$ cat src/rtl/dsp_fret_module.sv
// Free-entry return queue: compacts sparse per-lane RSV index releases, buffers them
// circularly and drains up to four per cycle. Optional zero-latency path: DSP_FRET_BYPASS_EN.
module dsp_fret_module #(
  parameter int DEPTH         = 16,
  parameter int RSV_IDX_WIDTH = 6
) (
  input  logic                          clk,
  input  logic                          rst,
  input  logic                          i_csr_trap_flush,
  input  logic                          i_dsp_fmgr_stall,
  input  logic [3:0]                    i_fret_enq_vld,
  input  logic [RSV_IDX_WIDTH-1:0]      i_fret_enq_entry_0,
  input  logic [RSV_IDX_WIDTH-1:0]      i_fret_enq_entry_1,
  input  logic [RSV_IDX_WIDTH-1:0]      i_fret_enq_entry_2,
  input  logic [RSV_IDX_WIDTH-1:0]      i_fret_enq_entry_3,
  output logic                          o_fret_enq_rdy,
  output logic [3:0]                    o_fret_ret_vld,
  output logic [RSV_IDX_WIDTH-1:0]      o_fret_ret_entry_0,
  output logic [RSV_IDX_WIDTH-1:0]      o_fret_ret_entry_1,
  output logic [RSV_IDX_WIDTH-1:0]      o_fret_ret_entry_2,
  output logic [RSV_IDX_WIDTH-1:0]      o_fret_ret_entry_3,
  output logic [$clog2(DEPTH):0]        o_fret_cnt
);
  localparam int PW = $clog2(DEPTH);
  localparam int CW = PW + 1;

  logic [PW-1:0]            rd_ptr, wr_ptr;
  logic [CW-1:0]            cnt;
  logic [RSV_IDX_WIDTH-1:0] mem [DEPTH];

  logic [RSV_IDX_WIDTH-1:0] enq_ent [4];
  logic [RSV_IDX_WIDTH-1:0] ret_ent [4];
  logic [2:0]               lane_off [4];
  logic [2:0]               pop_n, enq_n, deq_n;
  logic                     rdy, drain_ok, byp, enq_acc;

  assign enq_ent[0] = i_fret_enq_entry_0;
  assign enq_ent[1] = i_fret_enq_entry_1;
  assign enq_ent[2] = i_fret_enq_entry_2;
  assign enq_ent[3] = i_fret_enq_entry_3;

  assign rdy      = (cnt <= CW'(DEPTH - 4));
  assign drain_ok = ~i_dsp_fmgr_stall & ~i_csr_trap_flush & ~rst;

`ifdef DSP_FRET_BYPASS_EN
  assign byp = drain_ok & (cnt == '0);
`else
  assign byp = 1'b0;
`endif

  assign enq_acc = rdy & ~i_csr_trap_flush & ~byp;
  assign enq_n   = enq_acc ? pop_n : 3'd0;

  // Each valid lane's slot offset is the number of valid lanes below it.
  always_comb begin
    logic [2:0] acc;
    acc = 3'd0;
    for (int k = 0; k < 4; k++) begin
      lane_off[k] = acc;
      acc = acc + {2'b00, i_fret_enq_vld[k]};
    end
    pop_n = acc;
  end

  always_comb begin
    deq_n = 3'd0;
    if (drain_ok && !byp)
      deq_n = (cnt >= CW'(4)) ? 3'd4 : cnt[2:0];
  end

  always_comb begin
    o_fret_ret_vld = 4'b0000;
    for (int k = 0; k < 4; k++) ret_ent[k] = '0;
`ifdef DSP_FRET_BYPASS_EN
    if (byp) begin
      for (int k = 0; k < 4; k++) begin
        if (i_fret_enq_vld[k]) ret_ent[lane_off[k][1:0]] = enq_ent[k];
        o_fret_ret_vld[k] = (3'(k) < pop_n);
      end
    end else
`endif
    begin
      for (int k = 0; k < 4; k++) begin
        o_fret_ret_vld[k] = (3'(k) < deq_n);
        if (o_fret_ret_vld[k]) ret_ent[k] = mem[rd_ptr + PW'(k)];
      end
    end
  end

  assign o_fret_ret_entry_0 = ret_ent[0];
  assign o_fret_ret_entry_1 = ret_ent[1];
  assign o_fret_ret_entry_2 = ret_ent[2];
  assign o_fret_ret_entry_3 = ret_ent[3];
  assign o_fret_enq_rdy     = rdy;
  assign o_fret_cnt         = cnt;

  // Storage carries no reset; occupancy and pointers alone define validity.
  always_ff @(posedge clk) begin
    for (int k = 0; k < 4; k++)
      if (enq_acc && i_fret_enq_vld[k])
        mem[wr_ptr + PW'(lane_off[k])] <= enq_ent[k];
  end

  always_ff @(posedge clk) begin
    if (rst || i_csr_trap_flush) begin
      rd_ptr <= '0;
      wr_ptr <= '0;
      cnt    <= '0;
    end else begin
      rd_ptr <= rd_ptr + PW'(deq_n);
      wr_ptr <= wr_ptr + PW'(enq_n);
      cnt    <= cnt + CW'(enq_n) - CW'(deq_n);
    end
  end
endmodule

$ cat config.mk
export PLATFORM = sky130hd
export DESIGN_NAME = dsp_fret_module
export DESIGN_NICKNAME = d
export VERILOG_FILES = /design/src/rtl/dsp_fret_module.sv
export SDC_FILE = /design/constraint.sdc
export NUM_CORES = 1
export LEC_CHECK = 0
export BUFFER_PORTS_ARGS = -buffer_cell sky130_fd_sc_hd__buf_2
export CAP_MARGIN = 20
export CORE_UTILIZATION = 35
export CTS_BUF_LIST = sky130_fd_sc_hd__clkbuf_8 sky130_fd_sc_hd__clkbuf_16
export DETAILED_ROUTE_END_ITERATION = 10
export GPL_ROUTABILITY_DRIVEN = 0
export GPL_TIMING_DRIVEN = 0
export SLEW_MARGIN = 15
export SYNTH_ARGS = -nofsm -noshare
export SYNTH_HDL_FRONTEND = slang
export SYNTH_SLANG_ARGS = --single-unit
export TNS_END_PERCENT = 1
$ cat constraint.sdc
create_clock -name clk -period 5.1 [get_ports clk]
set_input_delay 1.02 -clock clk [delete_from_list [all_inputs] [get_ports clk]]
set_output_delay 1.02 -clock clk [all_outputs]
set_load 0.01 [all_outputs]
== After elaboration in Yosys (flattened, before gate mapping) ==
Memory sizes are Yosys's and may differ from the RTL's. A register that Yosys moved wholly into a read port is not among the register bits.
Cells that the tools add are included.
Storage, ports and cells
  register bits: 13
  memory bits (writable): 96
  memories: 1
  output and inout bits: 34
  word-level logic and storage cells: 50
  input bits: 32
Cells by class
  multiplexer cells: 16
  add/subtract/negate cells: 13
  magnitude comparators: 6
  bitwise operators: 6
  reduce and logical (&&, ||, !) cells: 5
Memory list
  mem: words 16, width 6, rd ports 4, clocked after Yosys merged registers in 1, wr ports 4, line 29  | logic [RSV_IDX_WIDTH-1:0] mem [DEPTH];
Operators with widths (number)
  $mux 6: 4
  $add 4x3->4: 3
  $mux 3: 3
  $add 4x2->4 const B: 2
  $mux 1: 8
  $lt 1x3->1 const A: 2
  $lt 2x3->1 const A: 2
  $add 5x3->5: 1
  $ge 5x3->1 const B: 1
  $le 5x4->1 const B: 1
  $sub 5x3->5: 1
  $add 4x1->4: 1
  $add 4x1->4 const B: 1
  $add 4x2->4: 1
  $logic_and 1x1->1: 4
  $mux 4: 1
  $add 2x1->3: 1
  $add 3x1->3: 1
  $and 1x1->1: 3
  $not 1->1: 3
  $add 1x1->2: 1
  $logic_or 1x1->1: 1

== Longest topological paths before layout ==
  depth in word-level cells: 6
  gate-level depth with buffers: 19
  mapped depth without buffers: 15

== Least setup slack after synthesis ==
Ideal clock, no wire load.
  path type: register -> output
  start: register rd_ptr[1]
  end: output o_fret_ret_entry_1[5]
  buffers on the path: 4
  data arrival time: 3087 ps
  path slack: 993 ps
  required time: 4080 ps
  cell stages (with the launch flop): 10
  path through: dfxtp_1 buf_1 clkbuf_1 inv_1 ha_1 buf_1 clkbuf_1 mux4_2 mux2i_1 a211oi_1
On the way
  word-level cells in the longest chain between the ends: 3
RTL lines
  start: declaration: line 27  | logic [PW-1:0] rd_ptr, wr_ptr;
  start signal: assignment: line 110  | rd_ptr <= rd_ptr + PW'(deq_n);
  $add 4x1->4: line 85  | if (o_fret_ret_vld[k]) ret_ent[k] = mem[rd_ptr + PW'(k)];
  $mem_v2 16x6
  $mux 6: line 85
  end: declaration: line 19  | output logic [RSV_IDX_WIDTH-1:0] o_fret_ret_entry_1,
No other way between the ends.

==> impl_metrics.py <==
metrics = {
    "routing": {
        "firstDrtPassIters": 6,
        "drt_iter0_drc": 2627,
        "drc": 0,
        "dr_total_vias": 13200,
        "ant_nets": 0,
        "drt-total-wl_mm": 57.6,
        "viasPerCell": 7.23,
        "wl_per_cell_um": 31.7,
    },
    "pwr": {
        "p_clk_share_pct": 25.9,
        "max-vdd-ir-drop_mv": 0.230,
        "powerDensity_nw_per_um2": 215,
        "cellLeakagePower_nw": 4.52,
        "p_sw_share_pct": 37.8,
        "comb_power_share_pct": 36.5,
        "p_switching_w": 0.00112,
        "cell_internal_pwr_w": 0.00185,
        "seqPwrFrac_pct": 37.6,
    },
    "global_route": {
        "grt_antenna_before_repair": 3,
        "grt_overflow": 0,
        "grt_start_max_net_pins": 20,
        "grt_pass1_wl_mm": 82.2,
        "grt_pass1_vias": 12100,
        "grtUsageTotal_pct": 31.3,
    },
    "logic_synthesis": {
        "synth_commonest_cells": "mux4_2, nor2_1, edfxtp_1",
        "synth_area_leader_cell": "edfxtp_1",
        "synth.most_common_cell": "mux4_2",
        "syn-num-nets": 1345,
        "yosys.area.top_type_share_pct": 22.9,
        "synth.avg_cell_area_um2": 9.85,
        "synth_seq_area_share_pct": 25.0,
        "synth_cell_types": 81,
        "yosysWarningCount": 0,
        "syn_area_um2": 12600,
        "synth_edf_count": 96,
        "ys_ff_latch": 109,
        "synthCells": 1278,
        "synth_ff_type": "edfxtp_1",
        "async_reset_ff_share_pct": 0,
        "synth.area.top_cells": "edfxtp_1, mux4_2, mux2i_1, a21oi_1, a211oi_1",
    },
    "floorplanning": {
        "rows": 69,
        "die_w_um": 192,
        "die_h_um": 192,
        "die_area_um2": 36700,
        "core-area_um2": 35500,
        "start_util_pct": 35.5,
        "ios": 66,
    },
    "placed_design": {
        "place_ws_ns": -0.555,
        "place.port_buffers": 61,
        "dp_hpwl_mm": 45.2,
    },
    "layout": {
        "areaGrowthSynthToFinish_pct": 9.89,
        "post-route-util_pct": 39.0,
        "nets": 1419,
        "layout-drive-gt1-share_pct": 20.7,
        "fill_cells": 3508,
    },
    "timing": {
        "slew_headroom_pct": 20.9,
        "fmax_mhz": 197,
        "setup_viol": 0,
        "worstMarginPinSlew_ns": 1.17,
        "setup_slack_ns": 0.0280,
        "rsz0062_at_grt": "false",
        "post-route-period-util_pct": 99.5,
        "layout_min_cycle_time_ns": 5.07,
        "drv_slew": 0,
        "hold_viol_final": 0,
        "worst_hold_slack_ns": 0.774,
        "finClkSkew_ns": 0.0245,
    },
    "min_path": {
        "min_path_type": "reg -> reg",
        "hold_start": "wr_ptr[3]",
    },
    "clock_tree": {
        "cts_buffers": 9,
        "cts-root-buf": "clkbuf_16",
        "cts_sinks": 109,
        "post_cts.repair.setup_buffers": 0,
        "path_clk_slew_ns": 0.09,
        "cts_tree": "yes",
        "h-tree-depth": 3,
        "clk-insertion-delay-late_ns": 0.37,
        "clk_path_buf_depth": 2,
    },
    "worst_setup_path": {
        "worstPathArrival_ns": 5.09,
        "cp-start-kind": "primary input",
        "critPathLaunch": "i_fret_enq_vld[0]",
        "r2r-start": "wr_ptr[1]",
        "crit_path_max_fanout": 10,
        "worstSetupPathType": "in -> reg",
        "endpoint_kind": "register",
        "cp.required_ns": 5.12,
    },
    "outcome": {
        "outcome": "finished clean",
    },
    "job": {
        "maxCapViolations": 0,
    },
}
-- layout make-up --
| cell class | instances | area (µm²) | area share, % |
|---|---|---|---|
| antenna | 1 | 2.50 | 0.0181 |
| buffer | 122 | 557 | 4.02 |
| clock buffer | 9 | 225 | 1.63 |
| clock inverter | 7 | 105 | 0.760 |
| inverter | 34 | 128 | 0.922 |
| multi-input combinational | 1012 | 8770 | 63.4 |
| sequential | 109 | 3140 | 22.7 |
| tap | 461 | 577 | 4.17 |
| timing repair buffer | 64 | 327 | 2.36 |
-- routing by layer --
| metal | GRT usage, % | routed length, µm | up-vias |
|---|---|---|---|
| met5 | 0 | 13 | - |
| met4 | 20.9 | 4990 | 2 |
| met3 | 14.0 | 9040 | 366 |
| met2 | 44.3 | 22900 | 1359 |
| met1 | 37.9 | 20600 | 6181 |
| li1 | - | - | 5248 |
-- worst paths after layout --
kind | slack, ns | end | cells past startpoint
max | 0.03 | mem[10][5] | 12
min | 0.77 | wr_ptr[3] | 3
max reg2reg | 0.70 | mem[10][2] | 8
min reg2reg | 0.77 | wr_ptr[3] | 3
-- cell usage in the layout, fill, tap and decap left out, types with 10 or more instances in the layout --
| cell type | count |
|---|---|
| a211oi_1 | 53 |
| a211oi_2 | 10 |
| a21oi_1 | 91 |
| a22oi_1 | 38 |
| a31oi_1 | 11 |
| a32oi_1 | 17 |
| and3_1 | 20 |
| buf_2 | 93 |
| clkbuf_1 | 71 |
| dfxtp_1 | 13 |
| edfxtp_1 | 96 |
| ha_1 | 26 |
| inv_1 | 34 |
| mux2i_1 | 90 |
| mux4_2 | 108 |
| nand2_1 | 88 |
| nand3_1 | 56 |
| nor2_1 | 103 |
| nor2b_1 | 28 |
| nor4_1 | 14 |
| o21ai_0 | 20 |
| o21ai_1 | 11 |
| o31ai_1 | 44 |
-- registers in the layout, indices dropped and copies added, names as in the netlist --
name        flops
mem            96
rd_ptr          4
wr_ptr          4
o_fret_cnt      5
-- what timing repair did --
action	in CTS	in global routing
resized for setup	6	2
hold buffers	0	0
setup endpoints to repair	12	7
-- power by group through the flow --
stage	combinational (W)	sequential, W	clock [W]
floorplan	0.000670	0.00110	0
global placement	0.00101	0.00113	0
detailed placement	0.00103	0.00114	0
CTS	0.00103	0.00112	0.000780
global route	0.00113	0.00113	0.000810
finish	0.00109	0.00112	0.000773
-- critical path, cell delays in order --
cell and delay, ns:
buf_2 0.16, ha_1 0.33, ha_1 0.21, ha_1 0.20, ha_1 0.41, a21oi_1 0.26, a21oi_1 0.15, nor2_1 0.34
clkbuf_1 0.60, clkbuf_1 0.69, a221oi_1 0.34, nand2_1 0.35
-- kinds of logic (layout without fill, tap and decap cells) --
| group | after synthesis | after routing | synth area share (%) |
|---|---|---|---|
| buf+inv | 157 | 236 | 5.39 |
| other cells | 0 | 1 | 0 |
| compound gates | 381 | 381 | 22.5 |
| fa+ha+maj | 35 | 35 | 4.01 |
| simple gates | 381 | 381 | 15.2 |
| mux | 200 | 200 | 26.7 |
| xor+xnor | 15 | 15 | 1.25 |
| flops | 109 | 109 | 25.0 |
-- per-stage QoR --
stage          instance area [µm²]  total power, W  setup TNS [ns]  cells
6_report                     13800         0.00298               0   1819
5_1_grt                      13800         0.00307               0   1818
4_1_cts                      13800         0.00293               0   1818
3_5_place_dp                 13500         0.00216           -5.77   1803
3_3_place_gp                 13500         0.00214           -6.14   1800
2_1_floorplan                12600         0.00177               0   1278
(Power assumes the default switching activity.)
